**src/rtl/vga_text_pixel_source.sv**
```systemverilog
// Apple II 40x24 text-page pixel source: prefetches one cell ahead from VRAM/font ROM, two-clock pixel latency.
// Optional TEXT_FLASH_EN adds the frame flash counter so attribute code 01 blinks.
module vga_text_pixel_source #(
    parameter logic [9:0]  H_OFFSET     = 10'd40,
    parameter logic [9:0]  V_OFFSET     = 10'd48,
    parameter logic [15:0] FG_COLOR     = 16'h07E0,
    parameter logic [15:0] BG_COLOR     = 16'h0000,
    parameter logic [15:0] BORDER_COLOR = 16'h0000
`ifdef TEXT_FLASH_EN
    ,
    parameter int          FLASH_FRAMES = 16
`endif
) (
    input  logic        clkVGA,
    input  logic        rst_n,
    input  logic [9:0]  xPosAhead,
    input  logic [9:0]  yPos,
    output logic [9:0]  vramAddr,
    input  logic [7:0]  vramData,
    output logic [8:0]  fontAddr,
    input  logic [7:0]  fontData,
    output logic [15:0] pixelOutput
);

    localparam logic [9:0] X_END    = H_OFFSET + 10'd560;
    localparam logic [9:0] Y_END    = V_OFFSET + 10'd384;
    localparam logic [9:0] FETCH_X0 = H_OFFSET - 10'd4;

    logic       req_valid, h_win, v_win;
    logic [9:0] y_seen;
    logic [4:0] row_reg, row_now;
    logic [3:0] lsub_reg, lsub_now;
    logic [9:0] fetch_x;
    logic [5:0] fcol;
    logic       line_start, trig, load;
    logic [3:0] trig_d;
    logic [9:0] cell_addr;
    logic [2:0] grow_p1;
    logic       attr_inv, inv_p2;
    logic [7:0] next_glyph, cur_glyph, glyph_use;
    logic       next_inv, cur_inv, inv_use;
    logic [3:0] sub_cnt, sub_now;
    logic       lit;
    logic       s1_valid, s1_win, s1_lit;
    logic [15:0] pix_next;

    assign req_valid = (xPosAhead < 10'd640) && (yPos < 10'd480);
    assign h_win     = (xPosAhead >= H_OFFSET) && (xPosAhead < X_END);
    assign v_win     = (yPos >= V_OFFSET) && (yPos < Y_END);

    // Line/row counters advance only when the request moves to the line right after the last valid one.
    always_comb begin
        row_now  = row_reg;
        lsub_now = lsub_reg;
        if (yPos == V_OFFSET) begin
            row_now  = '0;
            lsub_now = '0;
        end else if ((yPos < 10'd480) && (yPos == y_seen + 10'd1)) begin
            lsub_now = lsub_reg + 4'd1;
            if (lsub_reg == 4'd15) row_now = row_reg + 5'd1;
        end
    end

    assign line_start = (xPosAhead < FETCH_X0) || (xPosAhead >= 10'd640);
    assign trig       = v_win && !line_start && (xPosAhead == fetch_x) &&
                        (fcol < 6'd40) && (xPosAhead != 10'd639);
    assign load       = trig_d[3];
    assign cell_addr  = {row_now[2:0], 7'd0} + 10'(row_now[4:3]) * 10'd40 + 10'(fcol);

`ifdef TEXT_FLASH_EN
    logic [15:0] flash_cnt;
    logic        flash_phase;

    always_ff @(posedge clkVGA) begin
        if (!rst_n) begin
            flash_cnt   <= '0;
            flash_phase <= 1'b0;
        end else if ((xPosAhead == 10'd0) && (yPos == 10'd0)) begin
            if (flash_cnt == 16'(FLASH_FRAMES - 1)) begin
                flash_cnt   <= '0;
                flash_phase <= ~flash_phase;
            end else begin
                flash_cnt <= flash_cnt + 16'd1;
            end
        end
    end

    // Phase only moves at frame start, so resolving it at fetch time equals resolving it at display time.
    assign attr_inv = (vramData[7:6] == 2'b00) || ((vramData[7:6] == 2'b01) && flash_phase);
`else
    assign attr_inv = (vramData[7:6] == 2'b00);
`endif

    // The glyph being loaded this cycle is already needed for its first pixel.
    always_comb begin
        glyph_use = load ? next_glyph : cur_glyph;
        inv_use   = load ? next_inv : cur_inv;
        sub_now   = load ? 4'd0 : sub_cnt;
        lit       = glyph_use[sub_now[3:1]] ^ inv_use;
    end

    always_comb begin
        pix_next = 16'd0;
        if (s1_win)        pix_next = s1_lit ? FG_COLOR : BG_COLOR;
        else if (s1_valid) pix_next = BORDER_COLOR;
    end

    always_ff @(posedge clkVGA) begin
        if (!rst_n) begin
            y_seen      <= '0;
            row_reg     <= '0;
            lsub_reg    <= '0;
            fetch_x     <= '0;
            fcol        <= '0;
            trig_d      <= '0;
            vramAddr    <= '0;
            grow_p1     <= '0;
            fontAddr    <= '0;
            inv_p2      <= 1'b0;
            next_glyph  <= '0;
            next_inv    <= 1'b0;
            cur_glyph   <= '0;
            cur_inv     <= 1'b0;
            sub_cnt     <= '0;
            s1_valid    <= 1'b0;
            s1_win      <= 1'b0;
            s1_lit      <= 1'b0;
            pixelOutput <= '0;
        end else begin
            row_reg  <= row_now;
            lsub_reg <= lsub_now;
            if (yPos < 10'd480) y_seen <= yPos;

            if (line_start) begin
                fetch_x <= FETCH_X0;
                fcol    <= '0;
            end else if (trig) begin
                fetch_x <= fetch_x + 10'd14;
                fcol    <= fcol + 6'd1;
            end
            trig_d <= {trig_d[2:0], trig};

            if (trig) begin
                vramAddr <= cell_addr;
                grow_p1  <= lsub_now[3:1];
            end
            if (trig_d[0]) begin
                fontAddr <= {vramData[5:0], grow_p1};
                inv_p2   <= attr_inv;
            end
            if (trig_d[1]) begin
                next_glyph <= fontData;
                next_inv   <= inv_p2;
            end
            if (load) begin
                cur_glyph <= next_glyph;
                cur_inv   <= next_inv;
            end
            sub_cnt <= sub_now + 4'd1;

            s1_valid    <= req_valid;
            s1_win      <= req_valid && h_win && v_win;
            s1_lit      <= lit;
            pixelOutput <= pix_next;
        end
    end

endmodule

```
**config.mk**
```make
export PLATFORM = sky130hd
export DESIGN_NAME = vga_text_pixel_source
export DESIGN_NICKNAME = d
export VERILOG_FILES = /design/src/rtl/vga_text_pixel_source.sv
export SDC_FILE = /design/constraint.sdc
export NUM_CORES = 1
export LEC_CHECK = 0
export BUFFER_PORTS_ARGS = -buffer_cell sky130_fd_sc_hd__buf_2
export CELL_PAD_IN_SITES_DETAIL_PLACEMENT = 1
export CELL_PAD_IN_SITES_GLOBAL_PLACEMENT = 2
export CORE_UTILIZATION = 35
export CTS_CLUSTER_SIZE = 24
export DETAILED_ROUTE_END_ITERATION = 8
export PLACE_DENSITY_LB_ADDON = 0.1
export SLEW_MARGIN = 15
export SYNTH_ARGS = -nofsm -noshare
export SYNTH_HDL_FRONTEND = slang
export SYNTH_SLANG_ARGS = --single-unit
```
**constraint.sdc**
```tcl
create_clock -name clkVGA -period 5.05 [get_ports clkVGA]
set_input_delay 0.505 -clock clkVGA [delete_from_list [all_inputs] [get_ports clkVGA]]
set_output_delay 0.505 -clock clkVGA [all_outputs]
set_load 0.01 [all_outputs]
```
==> results_dict.tcl, run 1 <==
set metrics [dict create \
    slew_headroom_pct 40.4 \
    synthFlopType "dfxtp_1" \
    die_area_sq_um 12900 \
    post_cts_resized 0 \
    whs_ns 0.390 \
    nNetsFinal 557 \
    hold_buffers 0 \
    final_core_util_pct 40.9 \
    antenna_found_initial 0 \
    start_util_pct 36.1 \
    largestRegisters "vramAddr: 10 flops, y_seen: 10 flops" \
    clkSinkCount 86 \
    grt_pass1_wl_microns 16900 \
    worstSetupPathType "reg -> reg" \
    grt.total_usage_pct 16.9 \
    viasPerCell 5.02 \
    end_kind "register" \
    drv_slew 0 \
    vias 3423 \
    cp.required_ns 5.31 \
    wl_microns 10200 \
    ir_drop_mv 0.166 \
    max-cap-violations 0 \
    overflow 0 \
    root_buffer "clkbuf_16" \
    tightest_slew_ns 0.892 \
    wire_per_inst_microns 14.9 \
    r2r.worst_path.cells 16 \
    pwr_density_cell_nw_per_um2 291 \
    clkTransAtPathRegs_ns 0.06 \
    fp.dieW_microns 114 \
    gp_congestion 0.760 \
    cts_setup_buffers 0 \
    setup_viol 0 \
    synth-seq-cells 86 \
    post_synth_instance_area_sq_um 4370 \
    grt_pass1_vias 3407 \
    io_pins 73 \
    synth_cell_type_count 74 \
    yosysWarnings 0 \
    io_buffers 62 \
    tns_ns 0 \
    layout_common_cells "86 x dfxtp_1, 74 x nor2_1, 62 x buf_2" \
    core.rowCount 40 \
    area_delta_synth_final_pct 13.4 \
    ant_nets 0 \
    diodes 0 \
    hold_violations 0 \
    die_h_microns 114 \
    cp_max_fo 8 \
    ys_seq_area_share_pct 39.4 \
    clock_latency_ns 0.35 \
    fin_worst_skew_ns 0.00556 \
    hp-class "in -> reg" \
    drc 0 \
    cts_buffers 9 \
    avgSynthCellArea_sq_um 9.41 \
    max_freq_mhz 243 \
    synth_edf_count 0 \
    grt_max_degree 36 \
    rsz0062_at_grt "no" \
    synth-async-reset-ratio_pct 0 \
    fin_crit_ns 4.12 \
    cts_tree "yes" \
    htree_levels 3 \
    arrival_ns 4.38 \
    hpwl_microns 7310 \
    final_common_cell "dfxtp_1" \
    p_leak_uw 0.00197 \
    status "complete, no violations" \
    post-route-period-util_pct 81.6 \
    fp.coreArea_sq_um 12100 \
    cp-start-kind "register" \
    clock_path_buffers 2 \
    drive_gt1_share_pct 20.8 \
    drt_iter0_drc 136 \
    dr.pass1.iters 4 \
    hold_path_depth 3 \
    synthCells 465 \
]
[cells in the mapped netlist, types with 5 or more instances]
library cell / n / area share [%]
nand4_1: 9 / 1.3
o21ai_0: 16 / 1.8
dfxtp_1: 86 / 39
nand2_1: 21 / 1.8
inv_1: 8 / 0.69
buf_6: 5 / 1.3
and2_1: 5 / 0.72
xnor2_1: 21 / 4.2
nor3_1: 9 / 1.0
a21oi_1: 10 / 1.1
mux2i_1: 44 / 10
xor2_1: 18 / 3.6
ha_1: 9 / 2.6
clkbuf_1: 12 / 1.0
a31oi_1: 6 / 0.86
nor2_1: 74 / 6.4
buf_4: 16 / 2.7
[through the flow]
| stage | cell area, sq um | cells | setup WS, ns | total power, uW |
|---|---|---|---|---|
| 4_1_cts | 4960 | 682 | 0.943 | 1470 |
| 3_3_place_gp | 4670 | 666 | 1.11 | 819 |
| 2_1_floorplan | 4410 | 474 | 1.40 | 792 |
| 6_report | 4960 | 682 | 0.931 | 1440 |
| 5_1_grt | 4960 | 682 | 0.591 | 1510 |
| 3_5_place_dp | 4670 | 666 | 0.987 | 821 |
[layout make-up]
type | instances | area, sq um
clock buffers | 11 | 243
repair buffers | 64 | 325
clock inverters | 5 | 42.5
flip-flops and latches | 86 | 1720
well taps | 168 | 210
fillers | 1434 | 7150
inverters | 10 | 40.0
multi-input cells | 338 | 2380
[worst max-delay path: stages, from the launching register on]
cell and delay [ns]:
dfxtp_1 0.45, ha_1 0.39, nand2_1 0.16, nor4b_2 0.24
a31oi_1 0.10, or3b_2 0.54, nor3_1 0.36, nand4_1 0.16
xor2_1 0.18, nor2_1 0.16, ha_1 0.20, inv_1 0.05
fa_1 0.39, inv_1 0.07, a21o_1 0.18, o211ai_1 0.12
a311oi_1 0.27
[routing by layer]
metal  track usage (%)  wire, microns
met2              27.9           4670
met4              5.80            129
met3              5.31            502
met1              20.9           4860
met5                 0              0
[kinds of logic after synthesis]
group / Yosys count / synth area share [%]
and+or+nand+nor: 164 / 19.3
DFF: 86 / 39.4
AOI/OAI and AO/OA: 66 / 11.2
buffers and inverters: 50 / 7.09
muxes: 47 / 11.1
xor gates and xnor gates: 41 / 8.90
adders and majority gates: 10 / 3.03
other: 1 / 0.0857
[report_power, final]
group | internal (uW) | total [uW] | switching (uW)
clock | 351 | 639 | 288
combinational | 45.8 | 105 | 59.1
sequential | 687 | 699 | 12.9
[worst paths after layout]
kind	start	to	slack, ns
worst max register to register	y_seen[0]$_SDFFE_PN0N_	vramAddr[7]$_SDFFE_PN0P_	0.93
worst min-delay path	fontData[5]	next_glyph[5]$_SDFFE_PN0P_	0.39
worst min register to register	trig_d[2]$_SDFF_PN0_	trig_d[3]$_SDFF_PN0_	0.44
worst max-delay path	y_seen[0]$_SDFFE_PN0N_	vramAddr[7]$_SDFFE_PN0P_	0.93
Power figures use the tool's default switching activity.
==> inputs of run 2 (changes only) <==
--- a/config.mk
+++ b/config.mk
@@ -8,7 +8,7 @@
 export BUFFER_PORTS_ARGS = -buffer_cell sky130_fd_sc_hd__buf_2
 export CELL_PAD_IN_SITES_DETAIL_PLACEMENT = 1
 export CELL_PAD_IN_SITES_GLOBAL_PLACEMENT = 2
-export CORE_UTILIZATION = 35
+export CORE_UTILIZATION = 31
 export CTS_CLUSTER_SIZE = 24
 export DETAILED_ROUTE_END_ITERATION = 8
 export PLACE_DENSITY_LB_ADDON = 0.1
==> constraint.sdc (replaced) <==
create_clock -name clkVGA -period 3.6 [get_ports clkVGA]
set_input_delay 0.36 -clock clkVGA [delete_from_list [all_inputs] [get_ports clkVGA]]
set_output_delay 0.36 -clock clkVGA [all_outputs]
set_load 0.01 [all_outputs]
==> run 2 against run 1 <==
Against the previous run:
- combinational power is 63% higher
- first-iteration DRC count is 31% lower
- sequential power is 40% higher
- worst setup slack worse by 0.73 ns
- highest routed layer unchanged
- largest cell class unchanged
- sequential share of layout area is 1.5 points lower
- utilization is 3.3 points lower
- clock skew hardly changed
- cell count is 4.7% higher
==> results_dict.tcl, run 2 (synthesized netlist as in run 1, its figures left out) <==
set metrics [dict create \
    cp_max_fo 5 \
    slew_headroom_pct 58.1 \
    max_freq_mhz 294 \
    cts_buffers 9 \
    fp.dieW_microns 121 \
    grt_util_met1_pct 20.4 \
    core.rowCount 43 \
    max-cap-violations 0 \
    antenna_found_initial 0 \
    cp_num_buf_inv 4 \
    ant_nets 0 \
    htree_levels 3 \
    overflow 0 \
    root_buffer "clkbuf_16" \
    fin_worst_skew_ns 0.00539 \
    final_common_cell "dfxtp_1" \
    drive_gt1_share_pct 26.6 \
    path_delay_family "simple AND/OR/NAND/NOR gates" \
    die_h_microns 121 \
    start_util_pct 31.6 \
    drt_iter0_drc 94 \
    drc 0 \
    dr.pass1.iters 4 \
    final_cells 714 \
    critPathSlowestCell "or3b_4" \
    grt-busiest-layer "met2" \
    gp_congestion 0.750 \
    fillers 1608 \
    area_delta_synth_final_pct 19.0 \
    cts_tree "yes" \
    vias 3495 \
    drv_slew 0 \
    layout_common_cells "81 x dfxtp_1, 74 x nor2_1, 62 x buf_2" \
    tightest_slew_ns 0.627 \
    viasPerCell 4.89 \
    die_area_sq_um 14600 \
    wire_per_inst_microns 15.0 \
    grt_pass1_wl_microns 17900 \
    cp-start-kind "register" \
    p_leak_uw 0.00209 \
    clkTransAtPathRegs_ns 0.06 \
    dp.cells 697 \
    arrival_ns 3.60 \
    cp.required_ns 3.81 \
    path_cells "ha_4 -> buf_4 -> xnor2_1 -> nand2_1 -> a31oi_2 -> or3b_4 -> nor3_4 -> nand4_1 -> xor2_1 -> nor2_1 -> ha_2 -> inv_2 -> fa_2 -> buf_4 -> buf_4 -> xnor2_1 -> mux2i_1 -> nor2_1" \
    slowest_delay_ns 0.42 \
    grt_pass1_vias 3588 \
    status "complete, no violations" \
    cp_common_cell "buf_4" \
    grt_max_degree 50 \
    pwr_density_cell_nw_per_um2 391 \
    hold_violations 0 \
    total_power_uw 2040 \
    grt.total_usage_pct 15.7 \
    ir_drop_mv 0.210 \
    whs_ns 0.255 \
    clock_path_buffers 2 \
    io_buffers 62 \
    fin_crit_ns 3.40 \
    post-route-period-util_pct 94.3 \
    io_pins 73 \
    worstSetupPathType "reg -> reg" \
    clock_latency_ns 0.34 \
    wl_microns 10700 \
    end_kind "register" \
    hp-class "in -> reg" \
    setup_viol 0 \
    hpwl_microns 7900 \
    grtUsageMet3_pct 3.07 \
    hold_buffers 0 \
    fp.coreArea_sq_um 13800 \
    nNetsFinal 578 \
    diodes 0 \
    met2_usage_pct 25.4 \
    largestRegisters "vramAddr: 10 flops, y_seen: 10 flops" \
    clkSinkCount 86 \
]
-- run 2: changes by cell type in the layout (fill, tap and decap cells not counted), sizes merged --
cell / change
inv: -1
buf: +21
clkinvlp: +1
clkbuf: +1
clkinv: -2
-- run 2: path summary, 6_finish.rpt --
kind	from	endpoint	slack, ns	depth (start not counted)
hold / removal	fontData[2]	next_glyph[2]$_SDFFE_PN0P_	0.25	3
setup / recovery	y_seen[0]$_SDFFE_PN0N_	vramAddr[5]$_SDFFE_PN0P_	0.20	18
setup reg to reg	y_seen[0]$_SDFFE_PN0N_	vramAddr[5]$_SDFFE_PN0P_	0.20	18
hold reg to reg	trig_d[2]$_SDFF_PN0_	trig_d[3]$_SDFF_PN0_	0.44	1
-- run 2: through the flow --
stage          setup TNS, ns  util [%]  setup slack, ns  cell area [sq um]
2_1_floorplan              0         -           0.0172               4410
3_3_place_gp               0      34.9            0.121               4830
3_5_place_dp         -0.0535      34.9          -0.0535               4830
4_1_cts                    0      37.0           0.0616               5110
5_1_grt              -0.0416      37.6          -0.0241               5200
6_report                   0      37.6            0.204               5200
-- run 2: timing repair --
item	in CTS	in global routing
endpoints found under the setup margin	1	4
resized for setup	2	20
cloned	0	0
setup buffers	0	2
pin swaps	0	9
-- run 2: worst reg2reg max path: stages (launching register included) --
cell and delay [ns]:
dfxtp_4 0.35, ha_4 0.17, buf_4 0.15, xnor2_1 0.12, nand2_1 0.08, a31oi_2 0.11, or3b_4 0.42, nor3_4 0.18
nand4_1 0.11, xor2_1 0.19, nor2_1 0.20, ha_2 0.23, inv_2 0.04, fa_2 0.35, buf_4 0.14, buf_4 0.13
xnor2_1 0.12, mux2i_1 0.13, nor2_1 0.05
-- run 2: routing by layer --
metal  routed length (microns)  up-vias
met1                      5260     1688
met4                       217        0
met3                       358       16
met2                      4880       63
li1                          -     1728
met5                         0        -
-- run 2: power by group --
group	internal, uW	switching, uW	leakage [uW]
combinational	77.1	94.0	0.00126
sequential	964	16.8	0.000698
clock	501	383	0.000131
-- run 2: final cells by class --
class                   instances  area [sq um]  area share [%]
repair buffers                 85           487            9.35
clock inverters                 3          20.0           0.385
clock buffers                  12           256            4.93
multi-input cells             338          2440            47.0
inverters                      10          40.0           0.769
flip-flops and latches         86          1730            33.3
well taps                     180           225            4.33
